`src/rtl/conv_filter_sched_pkg.sv`:
```
// Shared conv package: default frame geometry, filter latency and the scheduler state encoding.
package conv_filter_sched_pkg;

  localparam int unsigned DEF_CH_NUM   = 32;
  localparam int unsigned DEF_PIX_NUM  = 676;
  localparam int unsigned DEF_FILT_LAT = 9;

  typedef enum logic [1:0] {
    IDLE     = 2'd0,
    WAIT_WIN = 2'd1,
    RUN      = 2'd2,
    DRAIN    = 2'd3
  } sched_state_e;

endpackage

```
`src/rtl/valid_tag_pipe.sv`:
```
// Clearable valid/tag delay line: stage 0 is one cycle after the input, stage DEPTH-1 is the output.
module valid_tag_pipe #(
  parameter int unsigned DEPTH = 10,
  parameter int unsigned TAG_W = 8
) (
  input  logic             clk,
  input  logic             rst_n,
  input  logic             i_clr,
  input  logic             i_valid,
  input  logic [TAG_W-1:0] i_tag,
  output logic             o_first_valid,
  output logic             o_last_valid,
  output logic [TAG_W-1:0] o_last_tag,
  output logic             o_pending_c
);

  logic [DEPTH-1:0] r_valid;
  logic [TAG_W-1:0] r_tag [DEPTH];

  // Valid bits are the only state the flush has to clear; tags are don't-care without them.
  always_ff @(posedge clk or negedge rst_n) begin
    if (!rst_n) begin
      r_valid <= '0;
    end else if (i_clr) begin
      r_valid <= '0;
    end else begin
      r_valid <= {r_valid[DEPTH-2:0], i_valid};
    end
  end

  always_ff @(posedge clk or negedge rst_n) begin
    if (!rst_n) begin
      for (int i = 0; i < int'(DEPTH); i++) r_tag[i] <= '0;
    end else begin
      r_tag[0] <= i_tag;
      for (int i = 1; i < int'(DEPTH); i++) r_tag[i] <= r_tag[i-1];
    end
  end

  assign o_first_valid = r_valid[0];
  assign o_last_valid  = r_valid[DEPTH-1];
  assign o_last_tag    = r_tag[DEPTH-1];
  // Anything still travelling toward the output after this cycle.
  assign o_pending_c   = |r_valid[DEPTH-2:0];

endmodule

```
`src/rtl/conv_filter_sched.sv`:
```
// Time-shares one 3x3 filter datapath over CH_NUM channels per window and tags results by channel/pixel.
module conv_filter_sched
  import conv_filter_sched_pkg::*;
#(
  parameter int unsigned CH_NUM   = DEF_CH_NUM,
  parameter int unsigned PIX_NUM  = DEF_PIX_NUM,
  parameter int unsigned FILT_LAT = DEF_FILT_LAT
) (
  input  logic                       clk,
  input  logic                       rst_n,
  input  logic                       start,
  input  logic                       abort,
  input  logic                       win_valid,
  output logic                       win_ready,
  output logic                       wt_rd_en,
  output logic [$clog2(CH_NUM)-1:0]  wt_addr,
  output logic                       flt_in_valid,
  output logic                       res_valid,
  output logic [$clog2(CH_NUM)-1:0]  res_ch,
  output logic [$clog2(PIX_NUM)-1:0] res_pix,
  output logic                       busy,
  output logic                       done
);

  localparam int unsigned CH_W  = $clog2(CH_NUM);
  localparam int unsigned PIX_W = $clog2(PIX_NUM);
  localparam int unsigned TAG_W = CH_W + PIX_W;
  localparam int unsigned DEPTH = FILT_LAT + 1;

  sched_state_e     r_state;
  logic [CH_W-1:0]  r_ch_cnt;
  logic [PIX_W-1:0] r_pix_cnt;
  logic             r_win_ready;
  logic             r_rd_en;
  logic             r_busy;
  logic             r_done;

  logic             w_pending;
  logic [TAG_W-1:0] w_res_tag;

  // Scheduler FSM; every output is a flop updated alongside the state.
  always_ff @(posedge clk or negedge rst_n) begin
    if (!rst_n) begin
      r_state     <= IDLE;
      r_ch_cnt    <= '0;
      r_pix_cnt   <= '0;
      r_win_ready <= 1'b0;
      r_rd_en     <= 1'b0;
      r_busy      <= 1'b0;
      r_done      <= 1'b0;
    end else if (abort) begin
      r_state     <= IDLE;
      r_ch_cnt    <= '0;
      r_pix_cnt   <= '0;
      r_win_ready <= 1'b0;
      r_rd_en     <= 1'b0;
      r_busy      <= 1'b0;
      r_done      <= 1'b0;
    end else begin
      r_done <= 1'b0;
      case (r_state)
        IDLE: begin
          if (start) begin
            r_ch_cnt    <= '0;
            r_pix_cnt   <= '0;
            r_busy      <= 1'b1;
            r_win_ready <= 1'b1;
            r_state     <= WAIT_WIN;
          end
        end
        WAIT_WIN: begin
          if (win_valid) begin
            r_ch_cnt    <= '0;
            r_win_ready <= 1'b0;
            r_rd_en     <= 1'b1;
            r_state     <= RUN;
          end
        end
        RUN: begin
          if (r_ch_cnt == CH_W'(CH_NUM - 1)) begin
            r_ch_cnt <= '0;
            r_rd_en  <= 1'b0;
            if (r_pix_cnt == PIX_W'(PIX_NUM - 1)) begin
              r_state <= DRAIN;
            end else begin
              r_pix_cnt   <= r_pix_cnt + PIX_W'(1);
              r_win_ready <= 1'b1;
              r_state     <= WAIT_WIN;
            end
          end else begin
            r_ch_cnt <= r_ch_cnt + CH_W'(1);
          end
        end
        DRAIN: begin
          // Last result is at the output now, so done lands the cycle after it.
          if (!w_pending) begin
            r_done  <= 1'b1;
            r_busy  <= 1'b0;
            r_state <= IDLE;
          end
        end
        default: r_state <= IDLE;
      endcase
    end
  end

  valid_tag_pipe #(
    .DEPTH (DEPTH),
    .TAG_W (TAG_W)
  ) u_pipe (
    .clk           (clk),
    .rst_n         (rst_n),
    .i_clr         (abort),
    .i_valid       (r_rd_en),
    .i_tag         ({r_ch_cnt, r_pix_cnt}),
    .o_first_valid (flt_in_valid),
    .o_last_valid  (res_valid),
    .o_last_tag    (w_res_tag),
    .o_pending_c   (w_pending)
  );

  assign win_ready         = r_win_ready;
  assign wt_rd_en          = r_rd_en;
  assign wt_addr           = r_ch_cnt;
  assign {res_ch, res_pix} = w_res_tag;
  assign busy              = r_busy;
  assign done              = r_done;

endmodule

```
`config.mk`:
```
export PLATFORM = sky130hd
export DESIGN_NAME = conv_filter_sched
export DESIGN_NICKNAME = d
export VERILOG_FILES = /design/src/rtl/conv_filter_sched_pkg.sv /design/src/rtl/valid_tag_pipe.sv /design/src/rtl/conv_filter_sched.sv
export SDC_FILE = /design/constraint.sdc
export NUM_CORES = 1
export LEC_CHECK = 0
export ABC_AREA = 0
export CAP_MARGIN = 20
export CORE_MARGIN = 2
export CORE_UTILIZATION = 35
export CTS_CLUSTER_DIAMETER = 120
export DETAILED_ROUTE_END_ITERATION = 8
export DONT_BUFFER_PORTS = 1
export GPL_TIMING_DRIVEN = 0
export PLACE_DENSITY = 0.56
export SKIP_LAST_GASP = 1
export SYNTH_ARGS = -nofsm -noshare
export SYNTH_HDL_FRONTEND = slang
export SYNTH_SLANG_ARGS = --single-unit
```
`constraint.sdc`:
```
create_clock -name clk -period 2.75 [get_ports clk]
set_input_delay 0.55 -clock clk [delete_from_list [all_inputs] [get_ports clk]]
set_output_delay 0.55 -clock clk [all_outputs]
set_load 0.05 [all_outputs]
```
==> results.sh <==
export IMPL_status="finished with violations"
export IMPL_violations="hold timing"
export IMPL_synth_seq_area_share=0.821
export IMPL_start_kind="flop"
export IMPL_start_util=0.360
export IMPL_crit_path_end_kind="flop"
export IMPL_tns_ns=0
export IMPL_hpwlAfterDp_um=3980
export IMPL_num_nets_final=356
export IMPL_rr_startpoint="wt_addr[1]"
export IMPL_syn2layout_area_growth_pct=14.5
export IMPL_hold_ws_ns=-0.176
export IMPL_final_area_um2=6310
export IMPL_powerDensity_nw_per_um2=868
export IMPL_place_area_um2=5780
export IMPL_cts_buffers=17
export IMPL_synth_top_cell_area_share=0.821
export IMPL_ys_types=39
export IMPL_grt_overflow=0
export IMPL_netlist_area_um2=5520
export IMPL_synth_most_common_cell="dfrtp_1"
export IMPL_clkTransAtPathRegs_ns=0.06
export IMPL_hold_viol_final=181
export IMPL_num_rows=45
export IMPL_io_pins=31
export IMPL_grt_total_usage=0.0964
export IMPL_worstMarginPinSlew_ns=0.731
export IMPL_netlist_top_cells_area="dfrtp_1 (82%), buf_4 (2.2%), ha_1 (1.6%)"
export IMPL_synth_edf_count=0
export IMPL_use_met1=0.116
export IMPL_cts_sinks=181
export IMPL_antenna_found_initial=0
export IMPL_fill_cells=1406
export IMPL_critPathMaxStageDelay_ns=0.70
export IMPL_grt_pass1_wl_um=12200
export IMPL_drt_iter0_drc=232
export IMPL_worstSkewPairLatency_ns=0.41
export IMPL_timing_final_crit_share=0.929
export IMPL_coreArea_um2=15300
export IMPL_drive_gt1_frac=0.169
export IMPL_crit_type="reg2reg"
export IMPL_cp_startpoint="wt_addr[1]"
export IMPL_ys_warn_count=0
export IMPL_antenna_left=0
export IMPL_die_y_um=130
export IMPL_antenna_cells=0
export IMPL_grt_max_degree=182
export IMPL_relSlewSlack=0.511
export IMPL_slowest_stage="dfrtp_1"
export IMPL_cts_max_level=4
export IMPL_cp_required_ns=3.03
export IMPL_ys_ff_latch=181
export IMPL_crit_chain="ha_1 -> and3_1 -> ha_1 -> nand2b_2 -> a31oi_1 -> o31ai_1 -> o41ai_2"
export IMPL_synth_nets=337
export IMPL_report_final_setup_viol=0
export IMPL_grt_util_met2=0.140
export IMPL_drt_pass1_iterations=4
export IMPL_io_buffer_count=0
export IMPL_path_max_fanout=7
export IMPL_skew_ns=0.00620
export IMPL_cts_tree="done"
export IMPL_busiest_layer="met2"
export IMPL_cts_setup_buffers=0
export IMPL_period_needed_ns=2.56
export IMPL_ir_worst_vdd_v=0.000417
export IMPL_synthTopCellsByCount="dfrtp_1 (181), buf_4 (16), nand2_1 (13), nor2b_1 (12), nand3_1 (10)"
export IMPL_yosys_most_used_dff="dfrtp_1"
export IMPL_netlist_instances=325
export IMPL_drv_slew=0
export IMPL_vias_per_cell=4.32
export IMPL_wl_per_cell_um=12.2
export IMPL_gp_congestion=0.772
export IMPL_syn_avg_cell_area_um2=17.0
export IMPL_clockBufferDepth=2
export IMPL_crit_top_cell="ha_1"
export IMPL_die_area_um2=16800
export IMPL_holdCritPathClass="in2async"
export IMPL_die_width_um=130
export IMPL_grt_pass1_vias=2520
export IMPL_rsz0062_at_grt="false"
export IMPL_cap_viol_max_count=0
export IMPL_p_leak_nw=3.18
export IMPL_use_met3=0.0516
export IMPL_num_vias=2444
export IMPL_drcViolationCount=0
export IMPL_drt_wl_total_um=6920
export IMPL_clock_fmax_mhz=391
export IMPL_synth_largest_area_cell="dfrtp_1"
export IMPL_clockRootBuffer="clkbuf_16"
export IMPL_critPathArrivalTime_ns=2.84
export IMPL_ys_async_sr_fraction=1.00
worst max-delay path: cells and delay by family (launching register included):
family                   cells  cell delay, ns
AO/OA/AOI/OAI                3            0.84
flip-flops                   1            0.70
adder cells (fa/ha/maj)      2            0.51
AND/OR/NAND/NOR              2            0.38
layout make-up:
cell class | count | area [um2] | share of cell area
multi-input cells | 120 | 827 | 0.131
clock inverters | 9 | 72.6 | 0.0115
plain buffers | 20 | 144 | 0.0228
flip-flops and latches | 181 | 4530 | 0.718
inverters | 4 | 15.0 | 0.00238
well taps | 211 | 264 | 0.0418
clock buffers | 21 | 460 | 0.0729
stage by stage:
| stage | hold slack [ns] | util | instances | setup slack, ns | total power, mW |
|---|---|---|---|---|---|
| global placement | 0.260 | 0.377 | 536 | 0.217 | 3.35 |
| CTS | -0.198 | 0.412 | 566 | 0.156 | 5.55 |
| detailed placement | 0.258 | 0.377 | 536 | 0.180 | 3.38 |
| finish | -0.176 | 0.412 | 566 | 0.194 | 5.48 |
| floorplan | 0.254 | - | 325 | 0.402 | 3.28 |
| global route | -0.207 | 0.412 | 566 | 0.00287 | 5.75 |
metal layers:
metal,vias up,share of wire
met1,1232,0.44
met5,-,0
met2,72,0.47
li1,1127,-
met4,0,0.021
met3,13,0.077
where the power goes:
part	internal [mW]	leakage, nW	switching (mW)
Sequential	2.76	2.52	0.134
Clock	1.21	0.262	0.950
Combinational	0.168	0.401	0.267
Total	4.13	3.18	1.35
registers in the layout, indices dropped and copies added (netlist names), 2 cells and up:
signal,cells
r_pix_cnt,10
r_state,2
wt_addr,5
u_pipe.r_tag,135
u_pipe.r_valid,10
u_pipe.o_last_tag,15
cells by family (layout without fill, tap and decap cells):
kind of cell / after synthesis / in the layout / share of synthesized area
DFF: 181 / 181 / 0.821
and+or+nand+nor: 70 / 70 / 0.0769
AOI/OAI and AO/OA: 42 / 42 / 0.0551
buffers and inverters: 24 / 54 / 0.0288
adders and majority gates: 7 / 7 / 0.0159
muxes: 1 / 1 / 0.00204
what timing repair did:
item,in CTS,in global routing
setup endpoints to repair,0,3
endpoints found under the hold margin,181,181
gates resized for setup,0,1
path summary, 6_finish.rpt:
kind,slack (ns),cells past startpoint,to
worst max-delay path,0.19,7,r_pix_cnt[8]
worst min-delay path,-0.18,0,u_pipe.o_last_tag[9]
worst max register to register,0.19,7,r_pix_cnt[8]
worst min register to register,0.34,0,u_pipe.r_tag[47]
max in group asynchronous,2.64,0,u_pipe.r_valid[2]
min in group clk,0.34,0,u_pipe.r_tag[47]
placed cells by master (no fill, tap or decap), types with 2 or more instances in the layout:
master / instances
buf_4: 16
clkbuf_1: 3
nor2_1: 3
or3_1: 6
a21oi_1: 8
inv_1: 4
nand2_1: 13
o31ai_2: 3
o21ai_0: 8
clkinv_4: 3
inv_6: 2
nand3_1: 10
a31oi_1: 6
a211oi_1: 2
nand2b_1: 6
dfrtp_1: 180
or4_1: 2
o31ai_1: 5
clkbuf_8: 2
o32ai_2: 2
and3_1: 5
o21ai_1: 3
nor3_1: 3
clkbuf_16: 17
ha_1: 7
nand4bb_1: 2
nor4_2: 2
clkinv_2: 2
nor2b_1: 12
(Power assumes the default switching activity.)
